--- config.mk ---
export PLATFORM = sky130hd
export DESIGN_NAME = regfile_wb_ctrl
export DESIGN_NICKNAME = d
export VERILOG_FILES = /design/src/rtl/cpu_pkg.sv /design/src/rtl/wb_fifo.sv /design/src/rtl/regfile_wb_ctrl.sv
export SDC_FILE = /design/constraint.sdc
export NUM_CORES = 1
export LEC_CHECK = 0
export BUFFER_PORTS_ARGS = -buffer_cell sky130_fd_sc_hd__buf_4
export CAP_MARGIN = 20
export CORE_MARGIN = 2
export CORE_UTILIZATION = 50
export CTS_CLUSTER_SIZE = 16
export DETAILED_ROUTE_END_ITERATION = 10
export PLACE_DENSITY = 0.71
export RECOVER_POWER = 100
export SYNTH_ARGS = -nofsm -noshare
export SYNTH_HDL_FRONTEND = slang
export SYNTH_SLANG_ARGS = --single-unit
--- constraint.sdc ---
create_clock -name clk -period 2.9 [get_ports clk]
set_input_delay 0.58 -clock clk [delete_from_list [all_inputs] [get_ports clk]]
set_output_delay 0.58 -clock clk [all_outputs]
set_load 0.03 [all_outputs]
--- src/rtl/cpu_pkg.sv ---
// Shared CPU definitions for the register-file write-back path.
//   DATA_W     register width
//   ADDR_W     register address width
//   REG_CNT    number of architectural registers
//   REG_R0     address of R0, which also has a dedicated write port
//   wb_entry_t one queued result: destination, main data, dual flag, R0 data
package cpu_pkg;

    localparam int DATA_W  = 16;
    localparam int ADDR_W  = 4;
    localparam int REG_CNT = 1 << ADDR_W;

    localparam logic [ADDR_W-1:0] REG_R0 = '0;

    typedef struct packed {
        logic [ADDR_W-1:0] dst;
        logic [DATA_W-1:0] data;
        logic              dual;
        logic [DATA_W-1:0] hi;
    } wb_entry_t;

endpackage

--- src/rtl/wb_fifo.sv ---
// Synchronous FIFO of write-back entries (no fall-through, no bypass).
//   clk, rst      clock, synchronous active-low reset
//   clear         empties the FIFO at the next edge (overrides push/pop)
//   push/pushData write pushData at the tail; caller guarantees !full
//   pop/popData   popData is the current head; pop advances it; caller guarantees !empty
//   full/empty    occupancy flags
//   count         occupancy, 0..DEPTH
module wb_fifo
    import cpu_pkg::*;
#(
    parameter  int DEPTH = 4,
    localparam int PTR_W = $clog2(DEPTH),
    localparam int CNT_W = PTR_W + 1
) (
    input  logic             clk,
    input  logic             rst,
    input  logic             clear,
    input  logic             push,
    input  wb_entry_t        pushData,
    input  logic             pop,
    output wb_entry_t        popData,
    output logic             full,
    output logic             empty,
    output logic [CNT_W-1:0] count
);

    wb_entry_t        mem [DEPTH];
    logic [PTR_W-1:0] wrPtr;
    logic [PTR_W-1:0] rdPtr;

    // NOTE: sequential state uses non-blocking assignments so every register
    // samples the pre-edge values of the others, independent of block order.
    always_ff @(posedge clk) begin
        if (!rst || clear) begin
            wrPtr <= '0;
            rdPtr <= '0;
            count <= '0;
        end else begin
            // Pointers wrap naturally because DEPTH is a power of two.
            if (push) wrPtr <= wrPtr + 1'b1;
            if (pop)  rdPtr <= rdPtr + 1'b1;
            case ({push, pop})
                2'b10:   count <= count + 1'b1;
                2'b01:   count <= count - 1'b1;
                default: count <= count;
            endcase
        end
    end

    // NOTE: the storage array has no reset; validity is tracked entirely by
    // the pointers and count, so clearing the data would only cost logic.
    always_ff @(posedge clk) begin
        if (rst && !clear && push) mem[wrPtr] <= pushData;
    end

    assign popData = mem[rdPtr];
    assign full    = (count == CNT_W'(DEPTH));
    assign empty   = (count == '0);

endmodule

--- src/rtl/regfile_wb_ctrl.sv ---
// Write-back sequencer for the register file.
// Buffers execute results in a FIFO, drives the main write port and the
// dedicated R0 port (for the high word of dual results), and tracks pending
// writes per register so decode can detect RAW hazards.
//   clk, rst                  clock, synchronous active-low reset
//   in_valid/in_ready         result handshake from execute
//   in_dst/in_data            main result and its destination
//   in_dual/in_data_hi        secondary result for R0
//   wb_hold                   stall draining
//   flush                     discard everything queued or in flight
//   wr_en/wr_addr/wr_data     main register-file write port (registered)
//   wr_r0_en/wr_r0_data       R0 write port (registered)
//   chk_addr_a/b, hazard_a/b  pending-write queries
//   err_collide               pulse with a dual write to R0 whose hi word was dropped
module regfile_wb_ctrl
    import cpu_pkg::*;
#(
    parameter int DEPTH = 4
) (
    input  logic              clk,
    input  logic              rst,
    input  logic              in_valid,
    output logic              in_ready,
    input  logic [ADDR_W-1:0] in_dst,
    input  logic [DATA_W-1:0] in_data,
    input  logic              in_dual,
    input  logic [DATA_W-1:0] in_data_hi,
    input  logic              wb_hold,
    input  logic              flush,
    output logic              wr_en,
    output logic [ADDR_W-1:0] wr_addr,
    output logic [DATA_W-1:0] wr_data,
    output logic              wr_r0_en,
    output logic [DATA_W-1:0] wr_r0_data,
    input  logic [ADDR_W-1:0] chk_addr_a,
    input  logic [ADDR_W-1:0] chk_addr_b,
    output logic              hazard_a,
    output logic              hazard_b,
    output logic              err_collide
);

    // Counter must hold every FIFO entry plus the write on the output port.
    localparam int PEND_W = $clog2(DEPTH + 2);
    localparam int CNT_W  = $clog2(DEPTH) + 1;

    logic             push;
    logic             pop;
    logic             fifoFull;
    logic             fifoEmpty;
    logic [CNT_W-1:0] fifoCount;
    wb_entry_t        pushEntry;
    wb_entry_t        headEntry;

    logic [PEND_W-1:0] pendCnt  [REG_CNT];
    logic [PEND_W-1:0] pendNext [REG_CNT];

    // in_ready ignores a same-cycle pop, so a full FIFO never accepts.
    assign in_ready  = !fifoFull && !flush;
    assign push      = in_valid && in_ready;
    assign pop       = !fifoEmpty && !wb_hold && !flush;
    assign pushEntry = '{dst: in_dst, data: in_data, dual: in_dual, hi: in_data_hi};

    wb_fifo #(.DEPTH(DEPTH)) uFifo (
        .clk      (clk),
        .rst      (rst),
        .clear    (flush),
        .push     (push),
        .pushData (pushEntry),
        .pop      (pop),
        .popData  (headEntry),
        .full     (fifoFull),
        .empty    (fifoEmpty),
        .count    (fifoCount)
    );

    always_ff @(posedge clk) begin
        if (rst) assert (fifoCount <= CNT_W'(DEPTH));
    end

    // Output registers. addr/data hold when no write is issued.
    always_ff @(posedge clk) begin
        if (!rst) begin
            wr_en       <= 1'b0;
            wr_addr     <= '0;
            wr_data     <= '0;
            wr_r0_en    <= 1'b0;
            wr_r0_data  <= '0;
            err_collide <= 1'b0;
        end else if (pop) begin
            wr_en       <= 1'b1;
            wr_addr     <= headEntry.dst;
            wr_data     <= headEntry.data;
            wr_r0_en    <= headEntry.dual && (headEntry.dst != REG_R0);
            wr_r0_data  <= headEntry.hi;
            err_collide <= headEntry.dual && (headEntry.dst == REG_R0);
        end else begin
            wr_en       <= 1'b0;
            wr_r0_en    <= 1'b0;
            err_collide <= 1'b0;
        end
    end

    // Scoreboard: net of this cycle's push (+1, +1 more on R0 for a split
    // dual) and the retire of whatever is on the write port now (-1 each).
    // NOTE: every element gets its current value first so no path through
    // this block leaves pendNext unassigned, which would infer a latch.
    always_comb begin
        for (int r = 0; r < REG_CNT; r++) begin
            pendNext[r] = pendCnt[r];
            if (push && in_dst == ADDR_W'(r))
                pendNext[r] = pendNext[r] + PEND_W'(1);
            if (push && r == 0 && in_dual && in_dst != REG_R0)
                pendNext[r] = pendNext[r] + PEND_W'(1);
            if (wr_en && wr_addr == ADDR_W'(r))
                pendNext[r] = pendNext[r] - PEND_W'(1);
            if (wr_r0_en && r == 0)
                pendNext[r] = pendNext[r] - PEND_W'(1);
        end
    end

    always_ff @(posedge clk) begin
        for (int r = 0; r < REG_CNT; r++) begin
            if (!rst || flush) pendCnt[r] <= '0;
            else               pendCnt[r] <= pendNext[r];
        end
    end

    assign hazard_a = (pendCnt[chk_addr_a] != '0);
    assign hazard_b = (pendCnt[chk_addr_b] != '0);

endmodule
# Word level (Yosys, flattened, before mapping)
# Memories as Yosys holds them, arrays and structs flattened. A register that Yosys moved wholly into a read port is not among the register bits.
# Index checks and enable logic that the tools add are counted.
[op_classes]
addsub = 38
n_eq_ne = 33
mux = 59
bitwise = 16
reduce_logical = 58
[ops]
columns = ["op", "count"]
rows = [
  ["$mux 3", 50],
  ["$eq 4x4->1 const B", 16],
  ["$add 3x1->3 const B", 18],
  ["$sub 3x1->3 const B", 18],
  ["$logic_and 1x1->1", 42],
  ["$eq 4x3->1 const B", 8],
  ["$eq 4x2->1 const B", 4],
  ["$or 1x1->1", 16],
  ["$logic_not 4->1", 3],
  ["$eq 4x1->1 const B", 2],
  ["$reduce_bool 4->1", 2],
  ["$mux 1", 6],
  ["$pmux 3 s2", 1],
  ["$reduce_bool 3->1", 2],
  ["$logic_not 1->1", 5],
  ["$add 2x1->2 const B", 2],
  ["$mux 2", 2],
  ["$eq 3x3->1 const B", 1],
  ["$logic_not 3->1", 1],
  ["$eq 2x1->1 const B", 1],
  ["$eq 2x2->1 const B", 1],
  ["$reduce_and 2->1", 1],
  ["$reduce_bool 2->1", 1],
  ["$logic_or 1x1->1", 1],
]
[word_totals]
ff_bits = 46
mem_bits_rw = 196
in_bits = 50
output_inout_bits = 42
elab_cells = 215
mem_count = 2
[memory_table]
columns = ["name", "words", "width", "rd", "rd_ports_with_merged_regs", "write_ports", "line_no", "source"]
rows = [
  ["uFifo.mem", 4, 37, 1, 1, 1, "wb_fifo.sv:27", "wb_entry_t mem [DEPTH];"],
  ["pendCnt", 16, 3, 18, 0, 16, "regfile_wb_ctrl.sv:54", "logic [PEND_W-1:0] pendCnt [REG_CNT];"],
]

# Logic depth before layout (Yosys ltp)
# Gate-level depths: netlist of the first run.
[depth]
depth_word = 13
depth_mapped = 14
depth_no_buf = 13

# Hierarchy
# Synthesis of the first run repeated with hierarchy kept, for this count alone.
[unflattened]
hier_cells = 835
hier_area_um2 = 10921.7
[by_module_without_submodules]
columns = ["mod", "instances", "cells_per_inst", "area_per_inst_um2", "seq_area_each_um2"]
rows = [
  ["wb_fifo", 1, 242, 5841.9, 4624.4],
  ["regfile_wb_ctrl", 1, 593, 5079.9, 1741.7],
]

# Worst setup path after synthesis of the first run
# Ideal clock, no wire load.
[synth_timing]
kind = "input port to flip-flop"
startpoint = "in in_dst[2]"
endpoint = "mem pendCnt[0][2] (netlist bit)"
setup_time_ps = 128
arrival_ps = 2628
required_time_ps = 2772
setup_slack_ps = 144
stages = 14
n_path_buf = 1
cell_sequence = "buf_2 > or4_1 > nand4_1 > o2111ai_1 > inv_1 > ha_1 > nor2_1 > a21oi_1 > ha_1 > nand2_1 > xnor2_1 > xnor2_1 > xnor2_1 > nor2_1"
[synth_lines]
columns = ["item", "line_no", "source"]
rows = [
  ["from (decl)", "regfile_wb_ctrl.sv:24", "input logic [ADDR_W-1:0] in_dst,"],
  ["to (decl)", "regfile_wb_ctrl.sv:54", ""],
]

==> results.md, run 1 <==
- Skew-Pair Late Insertion Delay: 0.53 ns
- Via count: 6,608
- Fmax: 0.3737 GHz
- Remaining global-route overflow: 0
- Die Footprint: 22,640 µm²
- Final setup violation count: 0
- Actual slew at the worst max-slew pin: 1.079 ns
- Port bufs: 91
- Max Clock Skew: 0.006491 ns
- Post-Syn Nets: 905
- DRT Pass-1 Iters: 5
- Yosys reg bits: 244
- Routed len/inst: 17.52 µm
- HP Class: in2reg
- CP arrival: 2.10 ns
- Mapped Cells: 816
- Post-Synthesis Cell Area: 10,720 µm²
- CP max FO: 3
- Pint: 5821 µW
- Seq pwr share: 0.504
- Htree depth: 1
- RSZ-0062 raised after global routing: false
- Antenna cells: 0
- Final Hold Fails: 0
- Clock Path Buffers: 3
- Layout cell share with drive strength beyond 1: 0.1501
- Die W: 150.5 µm
- Status: finished clean
- Largest net degree at the start of global routing: 40
- Synth cell types: 52
- Initial antenna violation count: 0
- Drt initial violations: 288
- CTS clk-pin slew, worst paths: 0.06 ns
- WL final: 21.39 mm
- First-pass GRT wire length: 34.45 mm
- CTS tree: built
- I/O pin cnt: 92
- Final Core Density: 0.5869
- Worst vdd ir: 0.0004723 V
- Sink Count: 244
- Total global-route track usage: 0.1951
- Setup TNS: 0 ns
- Placed insts: 1,175
- Sequential area share after synthesis: 0.5936
- Worst EP required: 2.32 ns
- Hold buffer count at cts: 0
- Critical Path End Type: output pin
- GP Congestion: 0.8386
- Switch Pwr: 1550 µW
- Multi-input logic area: 4114 µm²
- Height of the chip: 150.5 µm
- Fillers: 1,756
- Post_cts resized: 0
- Max-cap violation count: 0
- Non-Filler Instances: 1,221
- Root buf cell: clkbuf_16
- Tcrit/Tclk final: 0.9227
- Vias in the first global route: 6,580
- Slew Limit Fails: 0
- Initial Util: 0.5101
- Logic pwr share: 0.037
- Pwr/cell area: 597.5 nW/µm²
- Async SR Flop Fraction: 0
- Setup CP Type: reg2out
- Num CTS Buffers: 25
- Slew HR: 0.2808
- DRC viols: 0
- Tmin final: 2.676 ns
- Register area: 6369 µm²
- Sw frac: 0.2103
- Hpwl dp: 14.30 mm
- EDFF count, synth: 148
- Final ANT Viol Nets: 0
- Yosys warning total: 0
- Std-Cell Rows: 53
- Dominant synthesized flop cell: edfxtp_1
- Leak: 0.004156 µW
- # Post-CTS Setup Buffers: 0
- Setup crit start kind: register
- Synthesized area per cell: 13.14 µm²
- Clk network pwr share: 0.459
- Nets: 1,016
- CORE AREA: 21,020 µm²
- Vias per inst: 5.412
- Syn-to-layout area delta: 15.04%
cells by family (layout without fill, tap and decap cells):
logic type	count (synthesis)	count (layout)	synth area share
AO/OA/AOI/OAI	88	88	0.05764
AND/OR/NAND/NOR	262	262	0.1162
adder cells (fa/ha/maj)	39	39	0.04620
flip-flops	244	244	0.5936
multiplexers	63	63	0.1061
XOR/XNOR	68	68	0.05915
buffers and inverters	52	182	0.02112
cells in the mapped netlist, drive strengths merged, types with 18 or more instances:
cell	instances	area (µm²)
a21boi	36	270.3
a21oi	22	110.1
clkbuf	28	105.1
dfxtp	96	1922
edfxtp	148	4444
ha	38	475.5
mux2i	18	180.2
mux4	40	900.9
nand2	106	420.4
nand3	22	110.1
nor2	54	202.7
nor3	21	105.1
xnor2	39	341.6
xor2	28	267.8
power groups by stage:
stage	combinational, µW	sequential, µW	clock [µW]
3_3_place_gp	304	3790	0
3_5_place_dp	309	3790	0
4_1_cts	310	3720	3450
2_1_floorplan	152	3800	0
6_report	275	3720	3380
5_1_grt	303	3720	3570
layer usage:
layer	routed length, µm	global-route usage	vias up
met5	0	0	-
li1	-	-	3216
met4	477	0.05142	0
met1	9535	0.2537	3251
met2	10490	0.3386	110
met3	882	0.03485	31
cells in the final DEF (no fill, tap or decap), drive strengths merged, types with 7 or more instances in the layout:
cell | synthesis | final
ha | 38 | 38
clkinv | 0 | 7
nand3 | 22 | 22
nor4 | 10 | 10
nor2 | 54 | 54
inv | 11 | 13
nand2 | 106 | 106
a21boi | 36 | 36
nor3 | 21 | 21
buf | 13 | 25
dfxtp | 96 | 96
mux4 | 40 | 40
edfxtp | 148 | 148
a21oi | 22 | 22
xnor2 | 39 | 39
xor2 | 28 | 28
a31o | 10 | 10
a211oi | 8 | 8
clkbuf | 28 | 129
nand4 | 9 | 9
mux2i | 18 | 18
area by class of cell:
type                            count  share of cell area
Sequential cell                   244              0.5162
Clock inverter                     17             0.01765
Clock buffer                       29             0.05355
Tap cell                          275             0.02789
Multi-Input combinational cell    520              0.3335
Timing Repair Buffer              125             0.04787
Inverter                           11            0.003347
flip-flops by register name (all words and copies together) (netlist names), named ones only:
name,count
wr_addr,4
uFifo.rdPtr,2
err_collide,1
wr_r0_en,1
wr_data,16
uFifo.wrPtr,2
pendCnt,48
uFifo.mem,148
uFifo.count,3
wr_en,1
wr_r0_data,16
critical path, cell delays in order, from the launching register on:
cell,delay [ns]
dfxtp_1,0.34
nor3_1,0.44
a2111oi_0,0.22
a31oi_1,0.18
nand4_1,0.10
o21a_1,0.11
clkbuf_2,0.17
per-stage QoR:
stage	instance area (µm²)	setup WS, ns	hold WS, ns	total power [µW]
after CTS	12750	0.2136	0.2228	7474
after global placement	11870	0.05164	0.4522	4095
after global routing	12340	0.06032	0.2972	7595
final	12340	0.2242	0.2980	7371
after detailed placement	11870	0.01988	0.4572	4100
after floorplan	10720	0.1441	0.4692	3953
path summary, 6_finish.rpt:
check / from / to / slack, ns / depth (start not counted)
worst max-delay path: pendCnt[10][0] / hazard_a / 0.22 / 6
worst min-delay path: in_data_hi[7] / uFifo.mem[3][7] / 0.30 / 1
worst max register to register: uFifo.count[0] / pendCnt[0][2] / 0.25 / 13
worst min register to register: wr_data[11] / wr_data[11] / 0.46 / 2
No activity file was read; power rests on OpenSTA's default activity.
==> inputs of run 2 (changes only) <==
--- a/config.mk
+++ b/config.mk
@@ -8,11 +8,12 @@
 export BUFFER_PORTS_ARGS = -buffer_cell sky130_fd_sc_hd__buf_4
 export CAP_MARGIN = 20
 export CORE_MARGIN = 2
-export CORE_UTILIZATION = 50
+export CORE_UTILIZATION = 45
 export CTS_CLUSTER_SIZE = 16
 export DETAILED_ROUTE_END_ITERATION = 10
-export PLACE_DENSITY = 0.71
+export PLACE_DENSITY = 0.65
 export RECOVER_POWER = 100
+export REMOVE_ABC_BUFFERS = 1
 export SYNTH_ARGS = -nofsm -noshare
 export SYNTH_HDL_FRONTEND = slang
 export SYNTH_SLANG_ARGS = --single-unit
==> results.md, run 2 (synthesized netlist as in run 1, its figures left out) <==
- Status: finished clean (unchanged)
- Reg with most FFs: uFifo.mem (unchanged)
- Height of the chip: 158.4 µm (was 150.5 µm)
- CTS tree: built (unchanged)
- Tcrit/Tclk final: 0.9567 (was 0.9227)
- Setup TNS: 0 ns (unchanged)
- Worst Hold Path Cells: 1 (unchanged)
- GP Congestion: 0.7813 (was 0.8386)
- Final Core Density: 0.5328 (was 0.5869)
- Syn-to-layout area delta: 16.28% (was 15.04%)
- Flop2flop setup slack: 0.22 ns (was 0.25 ns)
- CORE AREA: 23,400 µm² (was 21,020 µm²)
- Drt initial violations: 378 (was 288)
- I/O pin cnt: 92 (unchanged)
- Hold Crit Start: in_data[10] (was in_data_hi[7])
- Tmin final: 2.774 ns (was 2.676 ns)
- HP Class: in2reg (unchanged)
- Worst vdd ir: 0.0003227 V (was 0.0004723 V)
- Worst EP required: 2.32 ns (about the same)
- Remaining global-route overflow: 0 (unchanged)
- Die Footprint: 25,080 µm² (was 22,640 µm²)
- Max-cap violation count: 0 (unchanged)
- R2R depth: 5 (was 13)
- Die W: 158.4 µm (was 150.5 µm)
- Critical Path Source: pendCnt[4][0] (was pendCnt[10][0])
- CP max FO: 3 (unchanged)
- Final ANT Viol Nets: 0 (unchanged)
- Root buf cell: clkbuf_16 (unchanged)
- Htree depth: 1 (unchanged)
- Critical Path End Type: output pin (unchanged)
- Slew Limit Fails: 0 (unchanged)
- Vias per inst: 5.161 (was 5.412)
- Vias in the first global route: 6,411 (was 6,580)
- Actual slew at the worst max-slew pin: 1.054 ns (was 1.079 ns)
- Final Hold Fails: 0 (unchanged)
- CP arrival: 2.19 ns (was 2.10 ns)
- Most common cell after layout, fill and taps aside: edfxtp_1 (unchanged)
- Total global-route track usage: 0.1765 (was 0.1951)
- Initial Util: 0.4582 (was 0.5101)
- Largest regs: uFifo.mem (148), pendCnt (48) (unchanged)
- Most frequent cells in the layout: edfxtp_1 (148), nand2_1 (103), dfxtp_1 (94) (was edfxtp_1 (148), nand2_1 (103), clkbuf_1 (94), dfxtp_1 (94), nor2_1 (54))
- CTS clk-pin slew, worst paths: 0.06 ns (about the same)
- Num CTS Buffers: 26 (was 25)
- Setup crit start kind: register (unchanged)
- Via count: 6,575 (was 6,608)
- DRC viols: 0 (unchanged)
- Skew-Pair Late Insertion Delay: 0.54 ns (was 0.53 ns)
- RSZ-0062 raised after global routing: false (unchanged)
- Std-Cell Rows: 56 (was 53)
- Hold buffer count at cts: 0 (unchanged)
- Fmax: 0.3605 GHz (was 0.3737 GHz)
- Max Clock Skew: 0.01295 ns (was 0.006491 ns)
- Hold EP: uFifo.mem[0][27] (was uFifo.mem[3][7])
- Sink Count: 244 (unchanged)
- Setup CP Type: reg2out (unchanged)
- WL final: 21.63 mm (was 21.39 mm)
- Initial antenna violation count: 0 (unchanged)
- Pwr/cell area: 585.0 nW/µm² (was 597.5 nW/µm²)
- Max FFs per register: 148 (unchanged)
- Leak: 0.004208 µW (was 0.004156 µW)
- Post-place setup slack: 0.04207 ns (was 0.01988 ns)
- Final setup violation count: 0 (unchanged)
- Slew HR: 0.2960 (was 0.2808)
- Largest net degree at the start of global routing: 40 (unchanged)
- DRT Pass-1 Iters: 4 (was 5)
- Reg2reg start: uFifo.count[0] (unchanged)
- Antenna cells: 0 (unchanged)
- PnR worst setup slack: 0.1257 ns (was 0.2242 ns)
- Hpwl dp: 14.60 mm (was 14.30 mm)
- Nets: 1,025 (was 1,016)
- Clock Path Buffers: 3 (unchanged)
- Layout cell share with drive strength beyond 1: 0.1560 (was 0.1501)
- Routed len/inst: 16.98 µm (was 17.52 µm)
- First-pass GRT wire length: 34.26 mm (was 34.45 mm)
- R2r endpoint: uFifo.mem[0][9] (was pendCnt[0][2])
- Port bufs: 91 (unchanged)
==> run 2: power by group <==
part	internal, µW	total, µW	switching [µW]
registers	3700	3720	12.7
clock network	1950	3290	1350
logic	113	286	173
==> run 2: layout make-up <==
class	instances	area (µm²)
Clock buffer	31	679.4
Inverter	11	41.29
Clock inverter	16	181.4
Sequential cell	244	6369
Timing Repair Buffer	133	686.9
Tap cell	319	399.1
Multi-Input combinational cell	520	4113
Fill cell	2046	10930
==> run 2: routing by layer <==
layer  track usage  up-vias  share of wire
met3       0.03538       30          0.054
met4       0.04590        0          0.016
li1              -     3233              -
met1        0.2471     3186           0.47
met5             0        -              0
met2        0.2836      126           0.46
==> run 2: how the worst max path moves through the flow <==
| stage | to | slack, ns |
|---|---|---|
| detailed placement | pendCnt[0][2] | 0.04 |
| global route | hazard_a | 0.02 |
| finish | hazard_a | 0.13 |
| CTS | hazard_a | 0.08 |
| global placement | pendCnt[0][2] | 0.08 |
| floorplan | uFifo.count[2] | -0.23 |
==> run 2: timing repair <==
item | 4_1_cts | 5_1_grt
gates resized for setup | 0 | 1
setup buffers | 0 | 0
setup endpoints to repair | 0 | 1
hold endpoints to repair | 0 | 0
==> run 2: critical path: stages, from the launching register on <==
cell and delay (ns):
dfxtp_1 0.34, nor3_1 0.51, a211oi_1 0.15, a211oi_1 0.25
a21oi_1 0.08, o21a_1 0.17, buf_4 0.16
==> run 2: stage by stage <==
step,instance area [µm²],instances,power [µW],hold WS (ns)
CTS,12870,1274,7412,0.2114
finish,12470,1274,7294,0.2941
detailed placement,12010,1227,4113,0.4568
global placement,12010,1227,4108,0.4492
global route,12470,1274,7543,0.2962
floorplan,10540,775,3936,0.4692
==> inputs of run 3 (changes only) <==
--- a/config.mk
+++ b/config.mk
@@ -11,7 +11,7 @@
 export CORE_UTILIZATION = 45
 export CTS_CLUSTER_SIZE = 16
 export DETAILED_ROUTE_END_ITERATION = 10
-export PLACE_DENSITY = 0.65
+export PLACE_DENSITY = 0.66
 export RECOVER_POWER = 100
 export REMOVE_ABC_BUFFERS = 1
 export SYNTH_ARGS = -nofsm -noshare
==> results.md, run 3 (synthesized netlist as in run 1, its figures left out) <==
- Status: finished clean (unchanged)
- Max FFs per register: 148 (unchanged)
- Syn-to-layout area delta: 15.10% (was 16.28%)
- Vias per inst: 5.261 (was 5.161)
- Setup crit start kind: register (unchanged)
- Clock Path Buffers: 3 (unchanged)
- Pwr/cell area: 572.2 nW/µm² (was 585.0 nW/µm²)
- Final ANT Viol Nets: 0 (unchanged)
- Max-cap violation count: 0 (unchanged)
- Final setup violation count: 0 (unchanged)
- Hold buffer count at cts: 0 (unchanged)
- Non-Filler Instances: 1,269 (was 1,274)
- Port bufs: 91 (unchanged)
- Initial antenna violation count: 0 (unchanged)
- CTS tree: built (unchanged)
- Leak: 0.004106 µW (was 0.004208 µW)
- Final Hold Slack: 0.2919 ns (was 0.2941 ns)
- Most frequent cells in the layout: edfxtp_1 (148), nand2_1 (106), clkbuf_1 (95) (was edfxtp_1 (148), nand2_1 (103), dfxtp_1 (94))
- Worst-path cell chain: or3b_1 -> and2_2 -> clkbuf_1 -> inv_1 -> ha_1 -> inv_1 -> fa_1 -> xor2_1 -> or3_1 -> a21oi_1 (was nor3_1 -> a211oi_1 -> a211oi_1 -> a21oi_1 -> o21a_1 -> buf_4)
- Setup TNS: 0 ns (unchanged)
- Critical-path top delay cell: or3b_1 (was nor3_1)
- CP arrival: 3.17 ns (was 2.19 ns)
- CORE AREA: 23,400 µm² (unchanged)
- Largest regs: uFifo.mem (148), pendCnt (48) (unchanged)
- Sink Count: 244 (unchanged)
- CTS clk-pin slew, worst paths: 0.06 ns (about the same)
- First-pass GRT wire length: 34.47 mm (was 34.26 mm)
- GP Congestion: 0.8299 (was 0.7813)
- Via count: 6,676 (was 6,575)
- Layout cell share with drive strength beyond 1: 0.1474 (was 0.1560)
- RSZ-0062 raised after global routing: false (unchanged)
- Tmin final: 2.708 ns (was 2.774 ns)
- Vias in the first global route: 6,588 (was 6,411)
- Slew Limit Fails: 0 (unchanged)
- Reg with most FFs: uFifo.mem (unchanged)
- # Post-CTS Setup Buffers: 0 (unchanged)
- Tcrit/Tclk final: 0.9337 (was 0.9567)
- Actual slew at the worst max-slew pin: 1.158 ns (was 1.054 ns)
- Initial Util: 0.4582 (unchanged)
- Height of the chip: 158.4 µm (unchanged)
- Htree depth: 1 (unchanged)
- Die W: 158.4 µm (unchanged)
- Post_cts resized: 0 (unchanged)
- DRC viols: 0 (unchanged)
- Most common cell after layout, fill and taps aside: edfxtp_1 (unchanged)
- Final Hold Fails: 0 (unchanged)
- Fmax: 0.3693 GHz (was 0.3605 GHz)
- Antenna cells: 0 (unchanged)
- Worst vdd ir: 0.0003241 V (was 0.0003227 V)
- Nets: 1,019 (was 1,025)
- Hpwl dp: 14.53 mm (was 14.60 mm)
- Skew-Pair Late Insertion Delay: 0.54 ns (about the same)
- I/O pin cnt: 92 (unchanged)
- Drt initial violations: 378 (unchanged)
- Slew HR: 0.2281 (was 0.2960)
- Placed insts: 1,221 (was 1,227)
- Total global-route track usage: 0.1788 (was 0.1765)
- Std-Cell Rows: 56 (unchanged)
- WL final: 22.07 mm (was 21.63 mm)
- Fillers: 2,075 (was 2,046)
- Root buf cell: clkbuf_16 (unchanged)
- Die Footprint: 25,080 µm² (unchanged)
- Largest net degree at the start of global routing: 40 (unchanged)
- Design Power: 7062 µW (was 7294 µW)
- Critical path's largest stage delay: 0.44 ns (was 0.51 ns)
- DRT Pass-1 Iters: 4 (unchanged)
- Num CTS Buffers: 26 (unchanged)
- Setup CP Type: reg2reg (was reg2out)
- HP Class: in2reg (unchanged)
- Worst EP required: 3.37 ns (was 2.32 ns)
- CP max FO: 10 (was 3)
- Remaining global-route overflow: 0 (unchanged)
- Max Clock Skew: 0.009270 ns (was 0.01295 ns)
- Cell mode on critical path: inv_1 (was a211oi_1)
- Critical Path End Type: register (was output pin)
- Routed len/inst: 17.39 µm (was 16.98 µm)
-- run 3: cell count changes in the layout (fill, tap and decap cells not counted), sizes merged --
cell    change
buf         -8
clkbuf      +3
clkinv      +3
bufinv      -2
inv         -1
-- run 3: worst paths after layout --
kind	slack (ns)	end	start	depth (start not counted)
max reg2reg	0.19	uFifo.count[2]	uFifo.count[0]	10
min reg2reg	0.46	wr_r0_data[13]	wr_r0_data[13]	2
min	0.29	uFifo.mem[2][27]	in_data[10]	1
max	0.19	uFifo.count[2]	uFifo.count[0]	10
-- run 3: critical path: cells and delay by family (launching register included) --
| kind | cells | cell delay [ns] |
|---|---|---|
| DFF | 1 | 0.36 |
| adders and majority gates | 2 | 0.56 |
| buffers and inverters | 3 | 0.48 |
| AOI/OAI and AO/OA | 1 | 0.14 |
| xor gates and xnor gates | 1 | 0.16 |
| and+or+nand+nor | 3 | 0.94 |
-- run 3: metal layers --
metal,GRT usage,part of all wire
met5,0,0
met4,0.05620,0.024
met3,0.03293,0.057
met2,0.2983,0.47
met1,0.2384,0.44
-- run 3: final cells by class --
type                    count  area [µm²]  share of cell area
multi-input cells         520        4108              0.3328
inverters                  11       41.29            0.003345
flip-flops and latches    244        6369              0.5160
clock buffers              32       673.1             0.05454
repair buffers            127       629.4             0.05099
clock inverters            16       123.9             0.01004
well taps                 319       399.1             0.03234
-- run 3: power by group --
| group | switching (µW) | internal [µW] |
|---|---|---|
| sequential | 14.2 | 3700 |
| clock | 1320 | 1740 |
| combinational | 171 | 109 |
-- run 3: stage by stage --
step	utilization	setup slack, ns	area [µm²]
6_report	0.5274	0.1922	12340
5_1_grt	0.5274	0.06481	12340
4_1_cts	0.5453	0.1791	12760
3_5_place_dp	0.5112	0.05422	11960
3_3_place_gp	0.5112	0.09019	11960
2_1_floorplan	-	-0.2327	10540
